[src/rtl/pwm_deadtime_comparator.sv]
// Carrier-comparison PWM with complementary gate outputs and dead band.
// Build option: define PWM_SHADOW_EN to latch mod_in at the carrier valley.
module pwm_deadtime_comparator #(
  parameter int WIDTH    = 16,
  parameter int DT_WIDTH = 8
) (
  input  logic                       clk,
  input  logic                       reset,
  input  logic                       enable,
  input  logic signed [WIDTH-1:0]    tri_in,
  input  logic signed [WIDTH-1:0]    mod_in,
  input  logic        [DT_WIDTH-1:0] dead_time,
  output logic                       pwm_hi,
  output logic                       pwm_lo,
  output logic                       in_deadband
);

  localparam logic [2:0] S_OFF   = 3'd0;
  localparam logic [2:0] S_DT_HI = 3'd1;
  localparam logic [2:0] S_HI    = 3'd2;
  localparam logic [2:0] S_DT_LO = 3'd3;
  localparam logic [2:0] S_LO    = 3'd4;

  localparam logic [DT_WIDTH-1:0] DT_ZERO = '0;
  localparam logic [DT_WIDTH-1:0] DT_ONE  =
    {{(DT_WIDTH-1){1'b0}}, 1'b1};

  logic signed [WIDTH-1:0] mod_eff;
  logic                    demand_d, demand_q;
  logic [2:0]              state_d, state_q;
  logic [DT_WIDTH-1:0]     dt_cnt_d, dt_cnt_q;
  logic                    pwm_hi_d, pwm_hi_q;
  logic                    pwm_lo_d, pwm_lo_q;
  logic                    in_db_d, in_db_q;

`ifdef PWM_SHADOW_EN
  localparam logic signed [WIDTH-1:0] VALLEY =
    {1'b1, {(WIDTH-1){1'b0}}};

  logic signed [WIDTH-1:0] mod_shadow_d, mod_shadow_q;

  // Reload the shadow only at the carrier valley
  always_comb begin
    mod_shadow_d = mod_shadow_q;
    if (tri_in == VALLEY) begin
      mod_shadow_d = mod_in;
    end
  end

  // Shadow register
  always_ff @(posedge clk) begin
    if (reset) begin
      mod_shadow_q <= '0;
    end else begin
      mod_shadow_q <= mod_shadow_d;
    end
  end

  assign mod_eff = mod_shadow_q;
`else
  assign mod_eff = mod_in;
`endif

  // Strict signed carrier comparison; no arithmetic, so no overflow
  always_comb begin
    demand_d = (mod_eff > tri_in);
  end

  // Dead-band state machine; aborts are safe as the far gate never fired
  always_comb begin
    state_d  = state_q;
    dt_cnt_d = dt_cnt_q;
    if (!enable) begin
      state_d  = S_OFF;
      dt_cnt_d = DT_ZERO;
    end else begin
      unique case (state_q)
        S_OFF: begin
          state_d  = demand_q ? S_DT_HI : S_DT_LO;
          dt_cnt_d = dead_time;
        end
        S_HI: begin
          if (!demand_q) begin
            state_d  = S_DT_LO;
            dt_cnt_d = dead_time;
          end
        end
        S_LO: begin
          if (demand_q) begin
            state_d  = S_DT_HI;
            dt_cnt_d = dead_time;
          end
        end
        S_DT_HI: begin
          if (!demand_q) begin
            state_d = S_LO;
          end else if (dt_cnt_q == DT_ZERO) begin
            state_d = S_HI;
          end else begin
            dt_cnt_d = dt_cnt_q - DT_ONE;
          end
        end
        S_DT_LO: begin
          if (demand_q) begin
            state_d = S_HI;
          end else if (dt_cnt_q == DT_ZERO) begin
            state_d = S_LO;
          end else begin
            dt_cnt_d = dt_cnt_q - DT_ONE;
          end
        end
        default: begin
          state_d  = S_OFF;
          dt_cnt_d = DT_ZERO;
        end
      endcase
    end
  end

  // Gate drives decoded from the next state
  always_comb begin
    pwm_hi_d = (state_d == S_HI);
    pwm_lo_d = (state_d == S_LO);
    in_db_d  = (state_d == S_DT_HI) || (state_d == S_DT_LO);
  end

  // Pipeline and output registers
  always_ff @(posedge clk) begin
    if (reset) begin
      demand_q <= 1'b0;
      state_q  <= S_OFF;
      dt_cnt_q <= DT_ZERO;
      pwm_hi_q <= 1'b0;
      pwm_lo_q <= 1'b0;
      in_db_q  <= 1'b0;
    end else begin
      demand_q <= demand_d;
      state_q  <= state_d;
      dt_cnt_q <= dt_cnt_d;
      pwm_hi_q <= pwm_hi_d;
      pwm_lo_q <= pwm_lo_d;
      in_db_q  <= in_db_d;
    end
  end

  assign pwm_hi      = pwm_hi_q;
  assign pwm_lo      = pwm_lo_q;
  assign in_deadband = in_db_q;

endmodule

[config.mk]
export PLATFORM = sky130hd
export DESIGN_NAME = pwm_deadtime_comparator
export DESIGN_NICKNAME = d
export VERILOG_FILES = /design/src/rtl/pwm_deadtime_comparator.sv
export SDC_FILE = /design/constraint.sdc
export NUM_CORES = 1
export LEC_CHECK = 0
export ABC_AREA = 1
export ABC_CLOCK_PERIOD_IN_PS = 1850
export CORE_ASPECT_RATIO = 1.4
export CORE_UTILIZATION = 35
export CTS_BUF_LIST = sky130_fd_sc_hd__clkbuf_16
export CTS_CLUSTER_DIAMETER = 120
export DETAILED_ROUTE_END_ITERATION = 8
export DONT_BUFFER_PORTS = 1
export SETUP_SLACK_MARGIN = 0.2
export SLEW_MARGIN = 20
export SYNTH_ARGS = -nofsm -noshare
export SYNTH_HDL_FRONTEND = slang
export SYNTH_SLANG_ARGS = --single-unit
[constraint.sdc]
create_clock -name clk -period 1.85 [get_ports clk]
set_clock_uncertainty 0.15 [all_clocks]
set_input_delay 0 -clock clk [delete_from_list [all_inputs] [get_ports clk]]
set_output_delay 0 -clock clk [all_outputs]
set_load 0.01 [all_outputs]
==> metrics.md, run 1 <==
| Metric | Value |
|---|---|
| Initial antenna violation count | `0` |
| Register share of total power | `32.1%` |
| Post-Synthesis Cells | `203` |
| Worst path slowest cell | `dlygate4sd3_1` |
| Post-Syn Nets | `263` |
| Top cells by area, synth | `dfxtp_1, nand2_1, ha_1, inv_1, nand3_1` |
| Min cycle time layout | `1.555 ns` |
| Core Area | `3472 um^2` |
| NetSw | `0.0003875 W` |
| Postcts setup bufs | `0` |
| Vias/cell | `5.008` |
| Placer Congestion | `0.7631` |
| Delay of the slowest critical-path stage | `0.54 ns` |
| Area leader, netlist | `dfxtp_1` |
| DRT iter0 DRCs | `31` |
| Number of fill cells | `361` |
| Number of remaining DRC errors | `0` |
| Die W | `53.56 um` |
| Cell Int Power | `0.0007898 W` |
| Max-cap viol count | `0` |
| Core Rows | `25` |
| Wirelength, routed | `3.023 mm` |
| Worst-margin pin slew | `0.3191 ns` |
| PortBufs | `0` |
| CTS clk-pin slew, worst paths | `0.05 ns` |
| Netlist Area Pre-Place | `1302 um^2` |
| Asr flop ratio synth | `0%` |
| Sequential area share after synthesis | `23.05%` |
| Clock root cell | `clkbuf_16` |
| Area after DPL | `1353 um^2` |
| Largest net degree at the start of global routing | `10` |
| Peak supply drop | `0.4891 mV` |
| Post-layout net count | `279` |
| PwrDens | `754.5 nW/um^2` |
| Worst setup EP type | `flop` |
| CP Buf/Inv Count | `1` |
| N_diodes | `0` |
| CTS Sinks | `15` |
| Initial Utilization | `37.51%` |
| Area Overhead vs Synth | `19.79%` |
| Combinational share of power | `32.2%` |
| Leak | `0.8203 nW` |
| Top FF cell, synth | `dfxtp_1` |
| Antenna-violating nets left | `0` |
| Post-synth EDFFs | `0` |
| First-pass GRT wire length | `4.712 mm` |
| Worst skew pair latency | `0.25 ns` |
| FF+latch count, synth | `15` |
| Yosys top cell area share | `23.05%` |
| Number of synthesis warnings | `0` |
| Total track usage | `16.02%` |
| Setup_tns | `0 ns` |
| WL/cell | `11.72 um` |
| Layout cells sized above 1 | `11.01%` |
| Area of the multi-input gates | `868.3 um^2` |
| Final Hold Fails | `0` |
| Critical Path, Cell by Cell | `dlygate4sd3_1 > ha_1 > nand2_1 > o21bai_1 > nand2_1 > a21oi_1 > nand3_1 > a21oi_1` |
| GRT met2 Usage | `32.92%` |
| Global routing usage on met1 | `15.39%` |
| Die Ht | `74.18 um` |
| CTS tree | `done` |
| Max FO, Critical Path | `4` |
| Synth cell count leaders | `nand2_1, inv_1, nand3_1` |
| Max-slew violations | `0` |
| H-tree lvl count | `1` |
| DP Wirelength | `2.316 mm` |
| Vias in the first global route | `1189` |
| Mean post-synth cell area | `6.416 um^2` |
| Via Count | `1292` |
| Normalized max-slew margin | `78.68%` |
| Max Clk Rate | `0.6432 GHz` |
| Busiest metal layer after global routing | `met2` |
| Final instance area | `1560 um^2` |
| Final Setup Violations | `0` |
| Startpoint types | `input port` |
| Longest Clk Path Bufs | `2` |
| Critical path arrival | `1.58 ns` |
| Period utilization | `84.04%` |
| Netlist cell types | `25` |
| Status | `finished, final reports clean` |
| Top cell family by delay on the critical path | `buffers and inverters` |
| Crit Path Category | `in -> reg` |
| Clock buffer count from CTS | `3` |
| FF+latch area | `300.3 um^2` |
| Net Sw Frac | `32.91%` |
| Drt pass-1 iters | `7` |
| Critical Path RT | `1.88 ns` |
| Hold/Removal Path Class | `in -> reg` |
| Top Ports | `46` |
| Die area | `3973 um^2` |
| Most frequent cell after synthesis | `nand2_1` |
| Met3 GRT Util | `2.045%` |
| GRT overflow | `0` |
| Power share of the clock group | `35.6%` |
| RSZ-0062 raised after global routing | `no` |
[worst paths after layout]
kind / end / cells after the start / from / slack, ns
max: demand_q / 8 / mod_in[15] / 0.30
min: demand_q / 6 / tri_in[0] / 0.04
max reg2reg: dt_cnt_q[4] / 9 / dt_cnt_q[0] / 0.31
min reg2reg: dt_cnt_q[1] / 2 / dt_cnt_q[1] / 0.33
[cell usage in the layout, fill, tap and decap left out, types with 5 or more instances in the layout]
| cell type | Yosys | final |
|---|---|---|
| ha_1 | 17 | 16 |
| o21ai_0 | 5 | 5 |
| dlygate4sd3_1 | 0 | 11 |
| nor2_1 | 16 | 16 |
| inv_1 | 32 | 30 |
| dfxtp_1 | 15 | 15 |
| nand2_1 | 57 | 57 |
| a21oi_1 | 15 | 15 |
| nand3_1 | 19 | 19 |
| inv_2 | 5 | 7 |
[timing repair]
item / 4_1_cts / 5_1_grt
hold buffers: 11 / 0
resized for setup: 0 / 5
endpoints found under the hold margin: 15 / 0
endpoints found under the setup margin: 0 / 12
[layer usage]
metal | vias to the layer above | wire [um] | part of all wire (%)
met2 | 43 | 1676 | 55
met4 | 0 | 59 | 2.0
li1 | 674 | - | -
met5 | - | 0 | 0
met3 | 8 | 107 | 3.5
met1 | 567 | 1180 | 39
[power groups by stage]
stage / clock (W) / sequential, W / combinational, W
floorplan: 0 / 0.000377 / 0.000286
global placement: 0 / 0.000383 / 0.000341
detailed placement: 0 / 0.000383 / 0.000347
CTS: 0.000424 / 0.000377 / 0.000372
global route: 0.000440 / 0.000379 / 0.000434
finish: 0.000420 / 0.000378 / 0.000380
[cell families after synthesis]
kind of cell | synth area share (%)
AND/OR/NAND/NOR | 36.79
XOR/XNOR | 1.345
AO/OA/AOI/OAI | 10.86
adder cells (fa/ha/maj) | 16.33
buffers and inverters | 11.62
flip-flops | 23.05
[area by class of cell]
class	count	share of cell area, %
multi-input cells	149	55.65
flip-flops and latches	15	19.25
inverters	39	9.703
repair buffers	11	7.057
clock buffers	3	4.812
well taps	40	3.208
clock inverters	1	0.3208
[sequential cells by signal (all words and copies together), names as in the netlist]
name         cells
demand_q         1
pwm_hi           1
state_q          3
in_deadband      1
pwm_lo           1
dt_cnt_q         8
[through the flow]
step | power, W | utilization, % | setup WS [ns] | instances | hold slack, ns
global route | 0.001254 | 44.94 | 0.2138 | 258 | 0.06963
global placement | 0.0007245 | 38.96 | 0.2800 | 243 | -0.07664
CTS | 0.001172 | 44.43 | 0.2360 | 258 | 0.03326
floorplan | 0.0006632 | - | 0.3773 | 203 | -0.07762
finish | 0.001177 | 44.94 | 0.2953 | 258 | 0.04166
detailed placement | 0.0007302 | 38.96 | 0.2465 | 243 | -0.07457
[worst register-to-register path: cells and delay by family (launching register included)]
kind / cells / cell delay, ns
buf+inv: 2 / 0.14
flops: 1 / 0.32
simple gates: 5 / 0.60
compound gates: 1 / 0.06
fa+ha+maj: 1 / 0.16
(Power assumes the default switching activity.)
==> inputs of run 2 (changes only) <==
--- a/config.mk
+++ b/config.mk
@@ -5,8 +5,8 @@
 export SDC_FILE = /design/constraint.sdc
 export NUM_CORES = 1
 export LEC_CHECK = 0
-export ABC_AREA = 1
-export ABC_CLOCK_PERIOD_IN_PS = 1850
+export ABC_AREA = 0
+export ABC_CLOCK_PERIOD_IN_PS = 1500
 export CORE_ASPECT_RATIO = 1.4
 export CORE_UTILIZATION = 35
 export CTS_BUF_LIST = sky130_fd_sc_hd__clkbuf_16
==> constraint.sdc (replaced) <==
create_clock -name clk -period 1.5 [get_ports clk]
set_clock_uncertainty 0.15 [all_clocks]
set_input_delay 0 -clock clk [delete_from_list [all_inputs] [get_ports clk]]
set_output_delay 0 -clock clk [all_outputs]
set_load 0.01 [all_outputs]
==> metrics.md, run 2 <==
| Metric | Value |
|---|---|
| Area after DPL | `1610 um^2 (+19%)` |
| Post-Syn Nets | `213 (-19%)` |
| Core Area | `3213 um^2 (-7.5%)` |
| DRT iter0 DRCs | `32 (+3.2%)` |
| H-tree lvl count | `1 (unchanged)` |
| Post-layout net count | `255 (-8.6%)` |
| CTS Sinks | `15 (unchanged)` |
| Number of synthesis warnings | `0 (unchanged)` |
| Worst skew pair latency | `0.25 ns (about the same)` |
| Longest Clk Path Bufs | `2 (unchanged)` |
| Crit Path Category | `reg -> reg` |
| First-pass GRT wire length | `5.492 mm (+17%)` |
| FF+latch area | `304.0 um^2 (+1.3%)` |
| Normalized max-slew margin | `67.36% (-11 points)` |
| Top cells by area, synth | `dfxtp_1, ha_1, inv_1, a21oi_1, nor2_1` |
| Register share of total power | `27.8% (-4.3 points)` |
| Netlist Area Pre-Place | `1214 um^2 (-6.8%)` |
| Critical Path RT | `1.48 ns (-0.40 ns)` |
| Most flop-heavy register | `dt_cnt_q` |
| Status | `complete, but fails checks` |
| Number of fill cells | `266 (-26%)` |
| Synth cell count leaders | `inv_1, nor2_1, ha_1` |
| Power Total | `0.001663 W (+41%)` |
| Top FF cell, synth | `dfxtp_1` |
| Failing checks | `negative setup slack` |
| Period utilization | `147.5%` |
| CTS tree | `done` |
| FF+latch count, synth | `15 (unchanged)` |
| Worst-margin pin slew | `0.4897 ns (+0.1706 ns)` |
| Biggest regs | `dt_cnt_q: 8 flops, state_q: 3 flops` |
| Power share of the clock group | `31.4% (-4.2 points)` |
| Commonest cells after routing, fill and taps aside | `buf_4, nor2_1, a21oi_1, inv_1, dfxtp_1` |
| Die W | `51.77 um (-3.3%)` |
| Area Overhead vs Synth | `56.91%` |
| NetSw | `0.0005018 W (+30%)` |
| Worst setup EP type | `flop` |
| Hold/Removal Path Class | `in -> reg` |
| Leak | `0.8814 nW (+7.5%)` |
| Clock root cell | `clkbuf_16` |
| Net Sw Frac | `30.17% (-2.7 points)` |
| Post-Synthesis Cells | `153 (-25%)` |
| Largest net degree at the start of global routing | `12 (+2)` |
| Initial Utilization | `37.77% (+0.26 points)` |
| N_diodes | `0 (unchanged)` |
| Total track usage | `19.70% (+3.7 points)` |
| Vias in the first global route | `1312 (+10%)` |
| Netlist cell types | `38 (+52%)` |
| Worst hold slack | `0.01742 ns (-0.02423 ns)` |
| WL/cell | `14.34 um (+22%)` |
| Setup_tns | `-7.972 ns (-7.972 ns)` |
| Yosys top cell area share | `24.74% (+1.7 points)` |
| Die area | `3711 um^2 (-6.6%)` |
| Final Setup Violations | `14 (+14)` |
| CTS clk-pin slew, worst paths | `0.05 ns (about the same)` |
| Antenna-violating nets left | `0 (unchanged)` |
| Initial antenna violation count | `0 (unchanged)` |
| Pre-CTS WS | `-0.7208 ns (-0.9673 ns)` |
| Mean post-synth cell area | `7.932 um^2 (+24%)` |
| Cell Int Power | `0.001162 W (+47%)` |
| Final instance area | `1904 um^2 (+22%)` |
| Peak supply drop | `0.5746 mV (+17%)` |
| Placer Congestion | `0.8065 (+5.7%)` |
| Startpoint types | `flop` |
| Max-cap viol count | `0 (unchanged)` |
| Drt pass-1 iters | `4 (-3)` |
| Final Hold Fails | `0 (unchanged)` |
| Top Ports | `46 (unchanged)` |
| RSZ-0062 raised after global routing | `yes` |
| Max FO, Critical Path | `4 (unchanged)` |
| Most common cell after layout, fill and taps aside | `buf_4` |
| Combinational share of power | `40.8% (+8.6 points)` |
| PwrDens | `873.5 nW/um^2 (+16%)` |
| Clock buffer count from CTS | `3 (unchanged)` |
| DP Wirelength | `2.670 mm (+15%)` |
| Wirelength, routed | `3.342 mm (+11%)` |
| Die Ht | `71.68 um (-3.4%)` |
| Vias/cell | `5.506 (+10%)` |
| Via Count | `1283 (-0.70%)` |
| Sequential area share after synthesis | `24.74% (+1.7 points)` |
| PortBufs | `0 (unchanged)` |
| Area leader, netlist | `dfxtp_1` |
| Worst setup margin | `-0.7125 ns (-1.008 ns)` |
| Critical path arrival | `2.20 ns (+0.62 ns)` |
| Asr flop ratio synth | `0% (unchanged)` |
| Number of remaining DRC errors | `0 (unchanged)` |
| Post-synth EDFFs | `0 (unchanged)` |
| Area of the multi-input gates | `1025 um^2 (+18%)` |
| Max-slew violations | `0 (unchanged)` |
| Max Clk Rate | `0.4520 GHz` |
| Layout cells sized above 1 | `38.14% (+27 points)` |
| Most frequent cell after synthesis | `inv_1` |
| Core Rows | `24 (-4.0%)` |
| Max reg flops | `8 (unchanged)` |
| GRT overflow | `0 (unchanged)` |
| Min cycle time layout | `2.212 ns` |
==> run 2: worst max-delay path, stage by stage, from the launching register on <==
cell and delay (ns):
dfxtp_2 0.32, or4_4 0.53, or4b_4 0.50, a22oi_4 0.20, nor2_1 0.08, a311o_1 0.31
==> run 2: layout make-up <==
cell class | instances | area share [%]
Clock inverter | 1 | 0.1971
Multi-Input combinational cell | 112 | 53.81
Tap cell | 39 | 2.562
Timing Repair Buffer | 41 | 18.27
Clock buffer | 3 | 3.942
Sequential cell | 15 | 15.97
Inverter | 22 | 5.256
==> run 2: path summary, 6_finish.rpt <==
check	depth (start not counted)	slack (ns)	endpoint	startpoint
worst max-delay path	5	-0.71	dt_cnt_q[7]	dt_cnt_q[5]
worst min-delay path	3	0.02	demand_q	reset
worst max register to register	5	-0.71	dt_cnt_q[7]	dt_cnt_q[5]
worst min register to register	3	0.45	dt_cnt_q[5]	dt_cnt_q[5]
==> run 2: what timing repair did <==
item	4_1_cts	5_1_grt
setup endpoints to repair	14	15
endpoints found under the hold margin	8	0
pin swaps	5	7
setup buffers	2	1
hold buffers	10	0
resized for setup	12	5
==> run 2: logic make-up (layout without fill, tap and decap cells) <==
logic type,after synthesis,after routing,share of synthesized area (%)
buffers and inverters,26,67,8.041
multiplexers,1,1,0.9278
flip-flops,15,15,24.74
AND/OR/NAND/NOR,48,48,20.41
adder cells (fa/ha/maj),17,17,17.53
AO/OA/AOI/OAI,42,42,25.47
XOR/XNOR,4,4,2.887
==> run 2: routing by layer <==
metal / wire length (um) / up-vias / GRT usage [%]
met5: 0 / - / 0
met4: 113 / 0 / 12.91
met3: 162 / 9 / 2.972
met2: 1783 / 42 / 34.49
met1: 1282 / 602 / 21.24
li1: - / 630 / -
==> run 2: power groups by stage <==
stage	Sequential (W)	Clock, W	Combinational, W
5_1_grt	0.000466	0.000545	0.000743
3_5_place_dp	0.000468	0	0.000574
2_1_floorplan	0.000469	0	0.000363
4_1_cts	0.000463	0.000520	0.000649
3_3_place_gp	0.000466	0	0.000552
6_report	0.000463	0.000522	0.000679
==> run 2: through the flow <==
| step | utilization, % | instances |
|---|---|---|
| after floorplan | - | 153 |
| after global placement | 50.12 | 216 |
| after detailed placement | 50.12 | 216 |
| after CTS | 58.06 | 232 |
| after global routing | 59.27 | 233 |
| final | 59.27 | 233 |
==> inputs of run 3 (changes only) <==
--- a/config.mk
+++ b/config.mk
@@ -13,6 +13,7 @@
 export CTS_CLUSTER_DIAMETER = 120
 export DETAILED_ROUTE_END_ITERATION = 8
 export DONT_BUFFER_PORTS = 1
+export MAX_ROUTING_LAYER = met4
 export SETUP_SLACK_MARGIN = 0.2
 export SLEW_MARGIN = 20
 export SYNTH_ARGS = -nofsm -noshare
==> metrics.md, run 3 (synthesized netlist as in run 2, its figures left out) <==
| Metric | Value |
|---|---|
| Wirelength, routed | `3.341 mm (about the same)` |
| Max FO, Critical Path | `4 (unchanged)` |
| Worst path slowest cell | `or4_4` |
| First-pass GRT wire length | `5.526 mm (+0.62%)` |
| Biggest regs | `dt_cnt_q: 8 flops, state_q: 3 flops` |
| Antenna-violating nets left | `0 (unchanged)` |
| Clock buffer count from CTS | `3 (unchanged)` |
| Startpoint types | `flop` |
| Normalized max-slew margin | `67.09% (-0.27 points)` |
| Number of remaining DRC errors | `0 (unchanged)` |
| Area after DPL | `1610 um^2 (unchanged)` |
| Worst setup margin | `-0.7089 ns (+0.003612 ns)` |
| Period utilization | `147.3% (-0.24 points)` |
| Crit Path Category | `reg -> reg` |
| Worst setup EP type | `flop` |
| Leak | `0.8814 nW (unchanged)` |
| Finished Layout Cells | `233 (unchanged)` |
| Status | `complete, but fails checks` |
| DP Wirelength | `2.670 mm (unchanged)` |
| Initial antenna violation count | `0 (unchanged)` |
| Post-layout net count | `255 (unchanged)` |
| Vias in the first global route | `1306 (-0.46%)` |
| Max reg flops | `8 (unchanged)` |
| Critical Path, Cell by Cell | `or4_4 > or4b_4 > a22oi_4 > nor2_1 > a311o_1` |
| Total track usage | `20.36% (+0.66 points)` |
| Top cell family by delay on the critical path | `simple AND/OR/NAND/NOR gates` |
| Clock root cell | `clkbuf_16` |
| FF-to-FF setup slack | `-0.71 ns (about the same)` |
| Die Ht | `71.68 um (unchanged)` |
| Worst skew pair latency | `0.25 ns (about the same)` |
| N_diodes | `0 (unchanged)` |
| Top Ports | `46 (unchanged)` |
| Critical path arrival | `2.19 ns (about the same)` |
| Min cycle time layout | `2.209 ns (-0.003612 ns)` |
| Core Rows | `24 (unchanged)` |
| Peak supply drop | `0.5731 mV (-0.26%)` |
| Area of the multi-input gates | `1025 um^2 (unchanged)` |
| WL/cell | `14.34 um (about the same)` |
| FF+latch area | `304.0 um^2 (unchanged)` |
| Die area | `3711 um^2 (unchanged)` |
| Placer Congestion | `0.8183 (+1.5%)` |
| Commonest cells after routing, fill and taps aside | `buf_4, nor2_1, a21oi_1, inv_1, dfxtp_1` |
| Most common cell after layout, fill and taps aside | `buf_4` |
| H-tree lvl count | `1 (unchanged)` |
| PwrDens | `873.9 nW/um^2 (about the same)` |
| Number of fill cells | `266 (unchanged)` |
| DRT iter0 DRCs | `32 (unchanged)` |
| Max Clk Rate | `0.4527 GHz (+0.16%)` |
| Vias/cell | `5.567 (+1.1%)` |
| Pre-CTS WS | `-0.7208 ns (unchanged)` |
| Final Setup Violations | `14 (unchanged)` |
| CTS Sinks | `15 (unchanged)` |
| CTS clk-pin slew, worst paths | `0.05 ns (about the same)` |
| Failing checks | `negative setup slack` |
| Delay of the slowest critical-path stage | `0.53 ns (about the same)` |
| Most flop-heavy register | `dt_cnt_q` |
| Cell Count Post-Placement | `216 (unchanged)` |
| Initial Utilization | `37.77% (unchanged)` |
| Drt pass-1 iters | `4 (unchanged)` |
| Area Overhead vs Synth | `56.91% (unchanged)` |
| GRT overflow | `0 (unchanged)` |
| CP Buf/Inv Count | `0 (unchanged)` |
| Layout cells sized above 1 | `38.14% (unchanged)` |
| Largest net degree at the start of global routing | `12 (unchanged)` |
| CTS tree | `done` |
| Worst-margin pin slew | `0.4937 ns (+0.004018 ns)` |
| Max-cap viol count | `0 (unchanged)` |
| Final Hold Fails | `0 (unchanged)` |
| Via Count | `1297 (+1.1%)` |
| Max-slew violations | `0 (unchanged)` |
| RSZ-0062 raised after global routing | `yes` |
| Core Area | `3213 um^2 (unchanged)` |
| Critical Path RT | `1.48 ns (about the same)` |
| Final instance area | `1904 um^2 (unchanged)` |
| PortBufs | `0 (unchanged)` |
| Die W | `51.77 um (unchanged)` |
| Longest Clk Path Bufs | `2 (unchanged)` |
| Hold/Removal Path Class | `in -> reg` |
==> run 3: cell counts in the layout (fill, tap and decap cells not counted) <==
Identical to the previous run, type by type.
==> run 3: final timing paths <==
| path | start | endpoint | cells after the start |
|---|---|---|---|
| max | dt_cnt_q[5] | dt_cnt_q[7] | 5 |
| min | reset | demand_q | 3 |
| max reg2reg | dt_cnt_q[5] | dt_cnt_q[7] | 5 |
| min reg2reg | dt_cnt_q[5] | dt_cnt_q[5] | 3 |
==> run 3: cell type report <==
type,count,share of cell area [%]
clock inverter,1,0.1971
sequential,15,15.97
tap,39,2.562
timing repair buffer,41,18.27
inverter,22,5.256
multi-input combinational,112,53.81
clock buffer,3,3.942
==> run 3: tightest hold or removal path: cells and delay by family <==
kind	cells	cell delay [ns]
muxes	1	0.14
and+or+nand+nor	1	0.10
AOI/OAI and AO/OA	1	0.15
==> run 3: power by group <==
group / internal [W] / leakage (nW) / switching [W]
Sequential: 0.000434 / 0.124 / 0.0000293
Combinational: 0.000375 / 0.715 / 0.000305
Clock: 0.000354 / 0.0423 / 0.000168
Total: 0.00116 / 0.881 / 0.000502
==> run 3: repair_timing <==
item                                    CTS  global route
pin swaps                                 5             7
resized for setup                        12             5
buffers inserted                          2             1
endpoints found under the setup margin   14            15
hold endpoints to repair                  8             0
gates cloned                              0             0
hold buffers                             10             0
==> run 3: per-layer routing <==
metal,wire length (um),track usage (%)
met4,134,12.31
met2,1772,34.78
met1,1334,21.88
met3,99,2.335
met5,0,-
==> run 3: through the flow <==
step	hold slack, ns	total power [W]	setup TNS [ns]	utilization [%]
6_report	0.01742	0.001664	-7.930	59.27
5_1_grt	0.01751	0.001754	-8.578	59.27
4_1_cts	0.02331	0.001632	-7.776	58.06
3_5_place_dp	0.09339	0.001042	-8.227	50.12
3_3_place_gp	0.07823	0.001018	-7.658	50.12
2_1_floorplan	0.04720	0.0008322	-6.606	-
